--- config.mk ---
export PLATFORM = sky130hd
export DESIGN_NAME = uart_receiver_flat
export DESIGN_NICKNAME = d
export VERILOG_FILES = /design/src/rtl/uart_receiver_if.sv /design/src/rtl/uart_receiver.sv /design/src/flat_wrapper.sv
export SDC_FILE = /design/constraint.sdc
export NUM_CORES = 1
export LEC_CHECK = 0
export ABC_CLOCK_PERIOD_IN_PS = 1700
export CORE_MARGIN = 1.5
export CORE_UTILIZATION = 25
export DETAILED_ROUTE_END_ITERATION = 8
export SKIP_CTS_REPAIR_TIMING = 1
export SYNTH_ARGS = -nofsm -noshare
export SYNTH_HDL_FRONTEND = slang
export SYNTH_SLANG_ARGS = --single-unit
--- constraint.sdc ---
create_clock -name clk -period 1.7 [get_ports clk]
set_clock_uncertainty 0.1 [all_clocks]
set_input_delay 0.34 -clock clk [delete_from_list [all_inputs] [get_ports clk]]
set_output_delay 0.34 -clock clk [all_outputs]
set_load 0.1 [all_outputs]
--- src/rtl/uart_receiver_if.sv ---
// Receive-side signal bundle of the UART receiver: serial line in, byte/strobes/status out.
// master = the receiver itself, slave = the line driver / downstream consumer.
interface uart_receiver_if;
  logic       UART_RX;
  logic [7:0] RX_DATA;
  logic       RX_VALID;
  logic       RX_ERR;
  logic       RX_STATUS;

  modport master (
    input  UART_RX,
    output RX_DATA,
    output RX_VALID,
    output RX_ERR,
    output RX_STATUS
  );

  modport slave (
    output UART_RX,
    input  RX_DATA,
    input  RX_VALID,
    input  RX_ERR,
    input  RX_STATUS
  );
endinterface

--- src/rtl/uart_receiver.sv ---
// UART receive stage: 2-flop synchroniser, mid-bit sampling of start/8 data/stop bits.
// Optional even-parity bit between data and stop is enabled by defining UART_RX_PARITY_EN.
//
// state     | meaning
// IDLE      | line idle, waiting for a falling edge on rx_s
// START     | qualifying the start bit at its midpoint
// DATA      | sampling the 8 data bits mid-bit
// PARITY    | sampling the even-parity bit (UART_RX_PARITY_EN only)
// STOP      | sampling the stop bit, issuing RX_VALID or RX_ERR
// WAIT_HIGH | framing error seen, waiting for the line to return high
module uart_receiver #(
  parameter int CLKS_PER_BIT = 16,
  parameter bit MSB_FIRST    = 1'b1
) (
  input  logic             clk,
  input  logic             reset,
  uart_receiver_if.master  rx_if
);

  localparam int CW = $clog2(CLKS_PER_BIT);
  localparam int H  = CLKS_PER_BIT / 2;

  typedef enum logic [2:0] {
    IDLE      = 3'd0,
    START     = 3'd1,
    DATA      = 3'd2,
    PARITY    = 3'd3,
    STOP      = 3'd4,
    WAIT_HIGH = 3'd5
  } state_t;

`ifdef UART_RX_PARITY_EN
  localparam state_t AFTER_DATA = PARITY;
`else
  localparam state_t AFTER_DATA = STOP;
`endif

  logic          sync1_q;
  logic          rx_s_q;
  state_t        state_q;
  logic [CW-1:0] cnt_q;
  logic [2:0]    idx_q;
  logic [7:0]    shift_q;
  logic [7:0]    shift_d;
  logic [7:0]    data_q;
  logic          valid_q;
  logic          err_q;
  logic          frame_ok;
  logic          cnt_half;
  logic          cnt_last;

`ifdef UART_RX_PARITY_EN
  logic          par_ok_q;
  assign frame_ok = par_ok_q;
`else
  assign frame_ok = 1'b1;
`endif

  assign cnt_half = (cnt_q == CW'(H - 1));
  assign cnt_last = (cnt_q == CW'(CLKS_PER_BIT - 1));

  // After 8 shifts the first received bit lands in bit 7 (MSB first) or bit 0 (LSB first).
  always_comb begin
    shift_d = shift_q;
    if (MSB_FIRST) shift_d = {shift_q[6:0], rx_s_q};
    else           shift_d = {rx_s_q, shift_q[7:1]};
  end

  always_ff @(posedge clk) begin
    if (reset) begin
      sync1_q  <= 1'b1;
      rx_s_q   <= 1'b1;
      state_q  <= IDLE;
      cnt_q    <= '0;
      idx_q    <= '0;
      shift_q  <= '0;
      data_q   <= '0;
      valid_q  <= 1'b0;
      err_q    <= 1'b0;
`ifdef UART_RX_PARITY_EN
      par_ok_q <= 1'b1;
`endif
    end else begin
      sync1_q <= rx_if.UART_RX;
      rx_s_q  <= sync1_q;
      valid_q <= 1'b0;
      err_q   <= 1'b0;

      case (state_q)
        IDLE: begin
          if (!rx_s_q) begin
            state_q <= START;
            cnt_q   <= '0;
          end
        end

        START: begin
          if (cnt_half) begin
            cnt_q   <= '0;
            idx_q   <= '0;
            state_q <= rx_s_q ? IDLE : DATA;
          end else begin
            cnt_q <= cnt_q + CW'(1);
          end
        end

        DATA: begin
          if (cnt_last) begin
            cnt_q   <= '0;
            shift_q <= shift_d;
            idx_q   <= idx_q + 3'd1;
            if (idx_q == 3'd7) state_q <= AFTER_DATA;
          end else begin
            cnt_q <= cnt_q + CW'(1);
          end
        end

`ifdef UART_RX_PARITY_EN
        PARITY: begin
          if (cnt_last) begin
            cnt_q    <= '0;
            par_ok_q <= ~(^shift_q ^ rx_s_q);
            state_q  <= STOP;
          end else begin
            cnt_q <= cnt_q + CW'(1);
          end
        end
`endif

        // Leaving at mid stop bit leaves half a bit of margin for the next start edge.
        STOP: begin
          if (cnt_last) begin
            cnt_q <= '0;
            if (rx_s_q) begin
              state_q <= IDLE;
              if (frame_ok) begin
                data_q  <= shift_q;
                valid_q <= 1'b1;
              end else begin
                err_q <= 1'b1;
              end
            end else begin
              err_q   <= 1'b1;
              state_q <= WAIT_HIGH;
            end
          end else begin
            cnt_q <= cnt_q + CW'(1);
          end
        end

        WAIT_HIGH: begin
          if (rx_s_q) state_q <= IDLE;
        end

        default: state_q <= IDLE;
      endcase
    end
  end

  assign rx_if.RX_DATA   = data_q;
  assign rx_if.RX_VALID  = valid_q;
  assign rx_if.RX_ERR    = err_q;
  assign rx_if.RX_STATUS = (state_q == IDLE);

`ifndef SYNTHESIS
  a_valid_err_excl: assert property (@(posedge clk) !(valid_q && err_q));
`endif

endmodule

--- src/flat_wrapper.sv ---
// flat-port wrapper written by rule: the top's interface ports become plain ports
module uart_receiver_flat 
#(
  parameter int CLKS_PER_BIT = 16,
  parameter bit MSB_FIRST    = 1'b1
)
  (clk, reset, rx_if_UART_RX, rx_if_RX_DATA, rx_if_RX_VALID, rx_if_RX_ERR, rx_if_RX_STATUS);
  uart_receiver_if rx_if_i ();
  input  logic clk;
  input  logic reset;
  input wire logic [$bits(rx_if_i.UART_RX)-1:0] rx_if_UART_RX;
  output wire logic [$bits(rx_if_i.RX_DATA)-1:0] rx_if_RX_DATA;
  output wire logic [$bits(rx_if_i.RX_VALID)-1:0] rx_if_RX_VALID;
  output wire logic [$bits(rx_if_i.RX_ERR)-1:0] rx_if_RX_ERR;
  output wire logic [$bits(rx_if_i.RX_STATUS)-1:0] rx_if_RX_STATUS;
  assign rx_if_i.UART_RX = rx_if_UART_RX;
  assign rx_if_RX_DATA = rx_if_i.RX_DATA;
  assign rx_if_RX_VALID = rx_if_i.RX_VALID;
  assign rx_if_RX_ERR = rx_if_i.RX_ERR;
  assign rx_if_RX_STATUS = rx_if_i.RX_STATUS;
  uart_receiver #(.CLKS_PER_BIT(CLKS_PER_BIT), .MSB_FIRST(MSB_FIRST)) u_core (.clk(clk), .reset(reset), .rx_if(rx_if_i));
endmodule
# Word-level counts from Yosys, hierarchy flattened
# Cells that the tools add are included.
word_totals:
  register_bits: 30
  in_bits: 3
  output_inout_bits: 11
  wordCells: 54
op_classes:
  add_sub_neg: 2
  eq_ne: 13
  mux: 18
  bitwise_logic: 2
  n_reduce_logical: 10
op_table:
  columns: ["cell", "count"]
  rows:
  - ["$mux W3", 9]
  - ["$pmux W3 S5", 1]
  - ["$mux W4", 3]
  - ["$pmux W4 S3", 1]
  - ["$ne A2 B1 Y1 const B", 5]
  - ["$eq A3 B3 Y1 const B", 3]
  - ["$pmux W3 S2", 1]
  - ["$reduce_and A3 Y1", 2]
  - ["$reduce_and A6 Y1", 1]
  - ["$add A4 B1 Y4 const B", 1]
  - ["$eq A4 B3 Y1 const B", 1]
  - ["$eq A4 B4 Y1 const B", 1]
  - ["$reduce_and A2 Y1", 2]
  - ["$add A3 B1 Y3 const B", 1]
  - ["$eq A3 B1 Y1 const B", 1]
  - ["$eq A3 B2 Y1 const B", 1]
  - ["$logic_not A3 Y1", 1]
  - ["$reduce_bool A3 Y1", 1]
  - ["$reduce_or A3 Y1", 1]
  - ["$mux W1", 2]
  - ["$mux W2", 1]
  - ["$ne A2 B2 Y1 const B", 1]
  - ["$not A1 Y1", 2]
  - ["$reduce_bool A2 Y1", 1]
  - ["$reduce_or A2 Y1", 1]

# Longest topological paths before layout
# Gate-level depths: netlist of the first run.
logic_depth:
  word_depth: 4
  depth_mapped: 6
  mapped_depth_nobuf: 6

# Least setup slack after synthesis of the first run
# Ideal clock, no wire load.
synth_timing:
  kind: "register to register"
  start: "reg u_core.state_q[2]"
  end: "reg u_core.state_q[2]"
  setup_ns: 0.101
  t_arrival_ns: 2.353
  required_ns: 1.499
  path_slack_ns: -0.854
  stages_incl_launch_ff: 6
  n_path_buf: 1
  period_less_slack_ns: 2.554
  path_cell_list: "dfxtp_1 > buf_6 > nor3_2 > a211o_1 > nand2_1 > o41ai_1"
synth_between:
  elab_chain_len: 3
  elab_cells_between_ends: 13
  cone_classes: "eq/ne (10); mux (1); reduce/logical (2)"
synth_lines:
  columns: ["item", "line", "text"]
  rows:
  - ["start, declared", "uart_receiver.sv:40", "state_t state_q;"]
  - ["start signal, assigned", "uart_receiver.sv:101", "state_q <= rx_s_q ? IDLE : DATA;"]
  - ["$logic_not A3 Y1 *", null, null]
  - ["named net rx_if_RX_STATUS", "flat_wrapper.sv:15", "output wire logic [$bits(rx_if_i.RX_STATUS)-1:0] rx_if_RX_STATUS;"]
  - ["$ne A2 B2 Y1 (no source line)", null, null]
  - ["$reduce_and A6 Y1 (no source line)", null, null]
# Mark *: on every way through the listed nets, which the timed path passes. The rest lies on a longest branch.
# A chain may end at the register's enable or synchronous reset.

# Worst setup path after layout of the first run
layout_timing:
  start: "reg u_core.state_q[0]"
  end: "out rx_if_RX_STATUS"
layout_between:
  elab_chain_len: 1
layout_lines:
  columns: ["item", "line", "text"]
  rows:
  - ["$logic_not A3 Y1", "uart_receiver.sv:163", "assign rx_if.RX_STATUS = (state_q == IDLE);"]
  - ["end, declared", "flat_wrapper.sv:15", null]
# No other way between the ends.

==> results.md, run 1 <==
Final layout:
- With fillers left out, the area of the finished cells amounts to around 2000 µm².
- Of the cells placed in the final design, the portion with a size suffix greater than 1 is 0.397.
- The layout net count is roughly 180.
- The filler cells instantiated in the layout total 464.
- The synthesis-to-layout area growth is 58.0%.
- The final core area utilization is 0.421.
- The number of antenna diodes is 0.

Clock network:
- The CTS tree is yes.
- The number of clock buffers inserted by TritonCTS is 5.
- The total clock sinks is 30.
- The buffer levels on the longest clock path is 2.
- The clock slew at the register clock pins of the worst setup and hold paths is ~0.070 ns.
- CTS built an H-tree with a depth of 2.
- The later pin in the worst-skew pair is clocked with a latency of 0.28 ns.
- The cell sitting at the root of the clock tree is a sky130_fd_sc_hd__clkbuf_8.

Critical path:
- The kind of end point of the critical path is an output port.
- STA puts the critical path data arrival time at 1.33 ns.
- The maximum fanout along the worst path is 6.
- Traced cell by cell, the critical path runs through buf_6 > nor3_4 > buf_6 > buf_12.
- By startpoint and endpoint, the worst setup path is classified as reg -> out.
- The slowest cell on the critical path is sky130_fd_sc_hd__dfxtp_4.
- The most numerous cell on the critical path is sky130_fd_sc_hd__buf_6.
- The largest stage delay on the critical path is 0.36 ns.
- The critical path launch point type is a flop.
- The endpoint required time on the critical path is about 1.3 ns.

Synthesis:
- The top cell type's share of synthesized area is 0.465.
- The mean post-synth cell area is 9.49 µm².
- After synthesis, the netlist uses 35 different library cells.
- The synthesized design contains 30 register bits.
- Yosys mapped a number of flops with a built-in enable equal to 0.
- The Yosys step of the flow raised 0 warnings.
- The share of synthesized flip-flops with an asynchronous set or reset is 0.
- The largest total area in the synthesized netlist belongs to sky130_fd_sc_hd__dfxtp_1.
- In this run the cell area of the synthesized design comes to 1290 µm².
- The fraction of the yosys area taken by sequential cells is 0.465.
- The synthesized instance count is 136.
- The most used flip-flop cell after synthesis is sky130_fd_sc_hd__dfxtp_1.
- By count the netlist is led by sky130_fd_sc_hd__dfxtp_1, sky130_fd_sc_hd__nor2_1, sky130_fd_sc_hd__mux2i_1.
- Counting every net in the synthesized netlist gives 142.
- By instance count, the leading cell after synthesis is sky130_fd_sc_hd__dfxtp_1.
- Sorting the synthesized cells by area gives the leading types as sky130_fd_sc_hd__dfxtp_1, sky130_fd_sc_hd__mux2i_1, sky130_fd_sc_hd__nor2_1.

Timing:
- Dividing the final minimum period by the clock period gives 1.04.
- The worst pin sits at a relative slew slack of 0.748.
- The total count of hold-check failures in the final report is 0.
- The post-layout worst setup margin is -0.0702 ns.
- Setup repair after global routing could not meet its margin everywhere.
- The smallest clock period supported by the final layout is computed as about 1.8 ns.
- Setup violations remaining at the end of the flow were counted as 1.
- The max-slew violation count is 0.
- The top achievable clock speed is 565 MHz.
- The final-layout setup total negative slack is -0.0702 ns.
- For the pin with the worst max-slew slack, the measured transition is 0.377 ns.

Detailed routing:
- The first TritonRoute pass finished after 4 iterations.
- The total number of vias is 1070.
- In the routed design, unresolved DRC markers number 0.
- Once detail routing completed, the nets flagged for antenna violations numbered 0.
- The via count normalized by instance count is 4.44.
- The total routed wirelength is about 2800 µm.
- In this run, the number of DRC markers left after iteration 0 of detailed routing was 57.
- In the final routed layout, each cell accounts on average for 11.7 µm.

Global route:
- The maximum number of pins on one net before global-route repair is 17.
- The initial antenna violation count is 0.
- The first global-routing pass estimated 4550 µm of wire.
- For this run the aggregate overflow at the end of global routing stands at 0.
- For this run, the total global-route usage over all layers was measured as 0.112.
- The via count of the first global-routing pass is 962.

Worst hold path:
- The type of the worst min-delay path is reg -> reg.

Place:
- The detailed-placement wirelength estimate is 1850 µm.
- In this run the cell area measured after placement is about 1800 µm².
- The weighted congestion at the end of routability-driven global placement is approximately 0.80.
- The port buffer count is 13.
- Before CTS, the worst setup slack after placement is -0.0418 ns.

Power:
- The completed layout was analyzed and its total power is 1.73 mW.
- For this design the static power due to leakage is about 0.83 nW.
- VDD sags by at most 0.000497 V.
- In this run the power density over the cells is between 800 and 900 nW/µm².

Floorplan:
- The initial core utilization is 0.266.
- The floorplan step defined a die boundary enclosing 5600 µm².
- The number of placed I/O pins is 14.
- The core region is 4850 µm².
- The width of the die is 74.9 µm.
- The height of the chip is 74.9 µm.
- The number of cell rows is 25.

Run:
- The max capacitance violation total is 0.

Status:
- The final reports fail on setup timing.
- The run finished, with violations left.
layout by cell type (no fill, tap or decap), types with 2 or more instances in the layout:
cell	instances
sky130_fd_sc_hd__dfxtp_2	5
sky130_fd_sc_hd__nand3_1	3
sky130_fd_sc_hd__nand2_1	4
sky130_fd_sc_hd__buf_6	7
sky130_fd_sc_hd__a21oi_1	5
sky130_fd_sc_hd__buf_4	18
sky130_fd_sc_hd__or3_1	2
sky130_fd_sc_hd__dfxtp_1	23
sky130_fd_sc_hd__clkbuf_8	6
sky130_fd_sc_hd__nand2b_1	2
sky130_fd_sc_hd__clkdlybuf4s50_1	2
sky130_fd_sc_hd__dfxtp_4	2
sky130_fd_sc_hd__buf_12	11
sky130_fd_sc_hd__bufinv_16	2
sky130_fd_sc_hd__mux2i_1	18
sky130_fd_sc_hd__nand4_1	3
sky130_fd_sc_hd__or2_2	3
sky130_fd_sc_hd__inv_1	4
sky130_fd_sc_hd__a211oi_2	2
sky130_fd_sc_hd__ha_1	2
sky130_fd_sc_hd__nor2_1	25
sequential cells by signal, indices dropped and copies added, names as in the netlist:
signal	cells
u_core.rx_if.RX_DATA	8
u_core.shift_q	8
u_core.cnt_q	4
u_core.idx_q	3
u_core.state_q	3
u_core.rx_if.RX_ERR	1
u_core.rx_if.RX_VALID	1
u_core.rx_s_q	1
u_core.sync1_q	1
power breakdown:
| group | switching, mW | internal [mW] |
|---|---|---|
| combinational | 0.0651 | 0.0530 |
| clock | 0.277 | 0.625 |
| sequential | 0.00542 | 0.707 |
| total | 0.348 | 1.39 |
kinds of logic (layout without fill, tap and decap cells):
family / after synthesis / after routing / synth area share
AO/OA/AOI/OAI: 18 / 18 / 0.0979
XOR/XNOR: 1 / 1 / 0.00678
adder cells (fa/ha/maj): 4 / 4 / 0.0378
buffers and inverters: 12 / 50 / 0.0446
flip-flops: 30 / 30 / 0.465
multiplexers: 18 / 18 / 0.140
AND/OR/NAND/NOR: 53 / 53 / 0.208
routing by layer:
layer  wire length, µm  track usage  vias to the layer above
met5                 0            0                        -
met4                23       0.0485                        0
met1              1390        0.151                      501
met2              1260        0.156                       17
met3               135       0.0455                        2
li1                  -            -                      550
critical path: cells and delay by family (launching register included):
family | cells | cell delay [ns]
and+or+nand+nor | 1 | 0.26
buffers and inverters | 3 | 0.43
DFF | 1 | 0.36
metrics by stage:
stage                     instances  hold slack (ns)
after floorplan                 136            0.289
after global placement          230            0.294
after detailed placement        230            0.292
after CTS                       238            0.309
after global routing            241            0.334
final                           241            0.308
area by class of cell:
class / instances / area (µm²) / area share
clock buffers: 6 / 82.6 / 0.0405
repair buffers: 38 / 454 / 0.223
inverters: 4 / 15.0 / 0.00736
flip-flops and latches: 30 / 614 / 0.301
multi-input cells: 94 / 731 / 0.358
well taps: 67 / 83.8 / 0.0411
clock inverters: 2 / 60.1 / 0.0294
path summary, 6_finish.rpt:
kind                                  startpoint                            to  slack [ns]  cells past startpoint
setup / recovery  u_core.state_q[0]$_SDFFE_PP0P_               rx_if_RX_STATUS       -0.07                      4
hold / removal         u_core.sync1_q$_SDFF_PP1_      u_core.rx_s_q$_SDFF_PP1_        0.31                      1
setup reg to reg    u_core.cnt_q[0]$_SDFFE_PP0P_  u_core.cnt_q[3]$_SDFFE_PP0P_        0.02                      6
hold reg to reg        u_core.sync1_q$_SDFF_PP1_      u_core.rx_s_q$_SDFF_PP1_        0.31                      1
Note: power is estimated with default switching activity, not from simulation.
==> run 2: changes to the inputs <==
- SETUP_SLACK_MARGIN: not set -> 0.15
==> run 2 against run 1 <==
The run still ends with setup timing left; combinational power is 11% higher; non-clock buffer count is 3 lower; clock power is 1% lower; wire length is 6.6% lower; count of clock-buffer cells in the layout stayed put; first-iteration DRC count is 1.8% lower; largest cell class unchanged.
==> results.md, run 2 (synthesis gave the netlist of run 1 again) <==
Status:
- The run finished, with violations left.
- The final reports fail on setup timing.

Timing:
- Dividing the final minimum period by the clock period gives 1.04.
- The total of endpoints with negative setup slack in the final report is 1.
- The max-slew violation count is 0.
- Setup repair after global routing could not meet its margin everywhere.
- After layout, the worst setup slack is -0.0670 ns.
- The total count of hold-check failures in the final report is 0.
- The top achievable clock speed is 566 MHz.
- Measured against its own limit, the worst slew margin works out to 0.780.
- The final-layout setup total negative slack is -0.0670 ns.
- Subtracting the final worst setup slack from the clock period gives 1.77 ns.
- For the pin with the worst max-slew slack, the measured transition is roughly 0.32 ns.

Clock network:
- The total clock sinks is 30.
- Counting the buffers created by CTS gives 5.
- The cell sitting at the root of the clock tree is a sky130_fd_sc_hd__clkbuf_8.
- Clock latency on the worst-skew pair, taken at its later pin, is 0.28 ns.
- TritonCTS built the clock tree.
- The clock slew at the register clock pins of the worst setup and hold paths is ~0.060 ns.
- The H-tree was split into 2 levels.
- Counting along the longest clock path gives a buffer depth of 2.

Critical path:
- The slowest cell on the critical path is sky130_fd_sc_hd__dfxtp_4.
- The cell that appears most often on the critical path is sky130_fd_sc_hd__buf_12.
- For the worst setup path, the data arrival time is 1.33 ns.
- The endpoint required time on the critical path is approximately 1.3 ns.
- The maximum fanout along the worst path is 6.
- The critical path contains buffers and inverters numbering 3 combined.
- The worst setup path category is reg -> out.
- The largest stage delay on the critical path is 0.37 ns.
- The critical path launch point type is a flop.
- Grouping stages by cell kind, the critical path spends the most delay in buffers and inverters.
- STA classifies the critical path endpoint as an output port.
- The signal on the critical path passes through buf_6 > nor3_4 > buf_12 > buf_12.

Floorplan:
- The placeable core area is 4850 µm².
- The height of the chip is 74.9 µm.
- 14 I/O pins were placed.
- The die footprint is between 5000 and 6000 µm².
- The initialized floorplan defines 25 standard-cell rows.
- The width of the die is roughly 75 µm.
- The initial core utilization is 0.266.

Final layout:
- In the final layout, the share of cells above drive strength 1 is 0.374.
- The synthesis-to-layout area growth is 57.3%.
- In the final layout, flip-flops and latches occupy ~610 µm².
- The final cell count without fillers is 238.
- The layout net count is 176.
- The top cell types in the final layout, fill and taps aside, are sky130_fd_sc_hd__nor2_1, sky130_fd_sc_hd__dfxtp_1, sky130_fd_sc_hd__mux2i_1, sky130_fd_sc_hd__buf_4, sky130_fd_sc_hd__buf_12.
- The fill cell instance count of the final layout is 462.
- 0 antenna diodes ended up in the layout.
- Summing all multi-input logic gate instances after layout gives 721 µm².

Power:
- The sequential cell fraction of total power is 0.410.
- The power per unit of standard cell area is about 850 nW/µm².
- Of the total power, combinational logic draws 0.076.
- The share of power burned in the clock network is 0.514.
- The leakage power figure is just over 0.8 nW.
- IR analysis of the VDD net gives a maximum drop of 0.000477 V.
- The internal power is roughly 1.4 mW.
- Of the total power, the share spent switching nets is 0.195.
- For this design the total switching power over the nets is 0.339 mW.

Detailed routing:
- The count of nets left with antenna violations once routing finished came out at 0.
- For this block, the initial DRC count from the detailed router was 56.
- After detailed routing, the number of vias per cell comes to 4.40.
- The total routed wirelength is 2630 µm.
- The first-pass detailed-route iteration total is 4.
- Summing over every cut layer, the via total after detailed routing is 1047.
- The post-route DRC violation count is 0.
- In the final routed layout, each cell accounts on average for 11.0 µm.

Place:
- In this run the tool buffered the top-level ports with 13 buffer cells.
- Routability-driven placement finished with a final weighted congestion of 0.805.
- Once placement completed, the tool counted placed cells totaling 225.
- The detailed-placement wirelength estimate is 1750 µm.

Global route:
- The overall track demand over capacity in global routing is 0.103.
- The total overflow left after global routing is 0.
- The via count of the first global-routing pass is 927.
- The maximum number of pins on one net before global-route repair is 18.
- The first global-routing pass estimated ~4200 µm of wire.
- The initial antenna violation count was 0.

Worst hold path:
- The tightest min-delay check is of the reg -> reg type.

Run:
- The max capacitance violation total is 0.
run 2: power by group through the flow:
| stage | clock network (mW) | registers [mW] | logic (mW) |
|---|---|---|---|
| CTS | 0.915 | 0.714 | 0.106 |
| floorplan | 0 | 0.731 | 0.0598 |
| global placement | 0 | 0.730 | 0.106 |
| global route | 0.948 | 0.711 | 0.141 |
| detailed placement | 0 | 0.730 | 0.106 |
| finish | 0.893 | 0.712 | 0.131 |
run 2: stage by stage:
stage	hold WS (ns)	power (mW)	instance area, µm²	setup WS [ns]	utilization
after floorplan	0.289	0.791	1320	-0.250	-
after global placement	0.292	0.835	1740	0.0144	0.358
after detailed placement	0.293	0.835	1740	0.00714	0.358
after CTS	0.309	1.74	1880	-0.132	0.388
after global routing	0.324	1.80	2030	-0.123	0.419
final	0.308	1.74	2030	-0.0670	0.419
run 2: worst paths after layout:
kind / start / endpoint / slack [ns] / depth (start not counted)
worst min register to register: u_core.sync1_q$_SDFF_PP1_ / u_core.rx_s_q$_SDFF_PP1_ / 0.31 / 1
worst min-delay path: u_core.sync1_q$_SDFF_PP1_ / u_core.rx_s_q$_SDFF_PP1_ / 0.31 / 1
worst max-delay path: u_core.state_q[1]$_SDFFE_PP0P_ / rx_if_RX_STATUS / -0.07 / 4
worst max register to register: u_core.state_q[0]$_SDFFE_PP0P_ / u_core.cnt_q[3]$_SDFFE_PP0P_ / 0.01 / 5
run 2: cell type report:
type                    instances  area share
inverters                       4     0.00739
clock inverters                 2      0.0296
flip-flops and latches         30       0.301
well taps                      67      0.0413
multi-input cells              94       0.355
clock buffers                   6      0.0407
repair buffers                 35       0.225
run 2: metal layers:
metal | global-route usage | up-vias | share of wire
li1 | - | 548 | -
met1 | 0.138 | 482 | 0.50
met2 | 0.140 | 12 | 0.44
met3 | 0.0321 | 5 | 0.027
met4 | 0.0727 | 0 | 0.031
met5 | 0 | - | 0
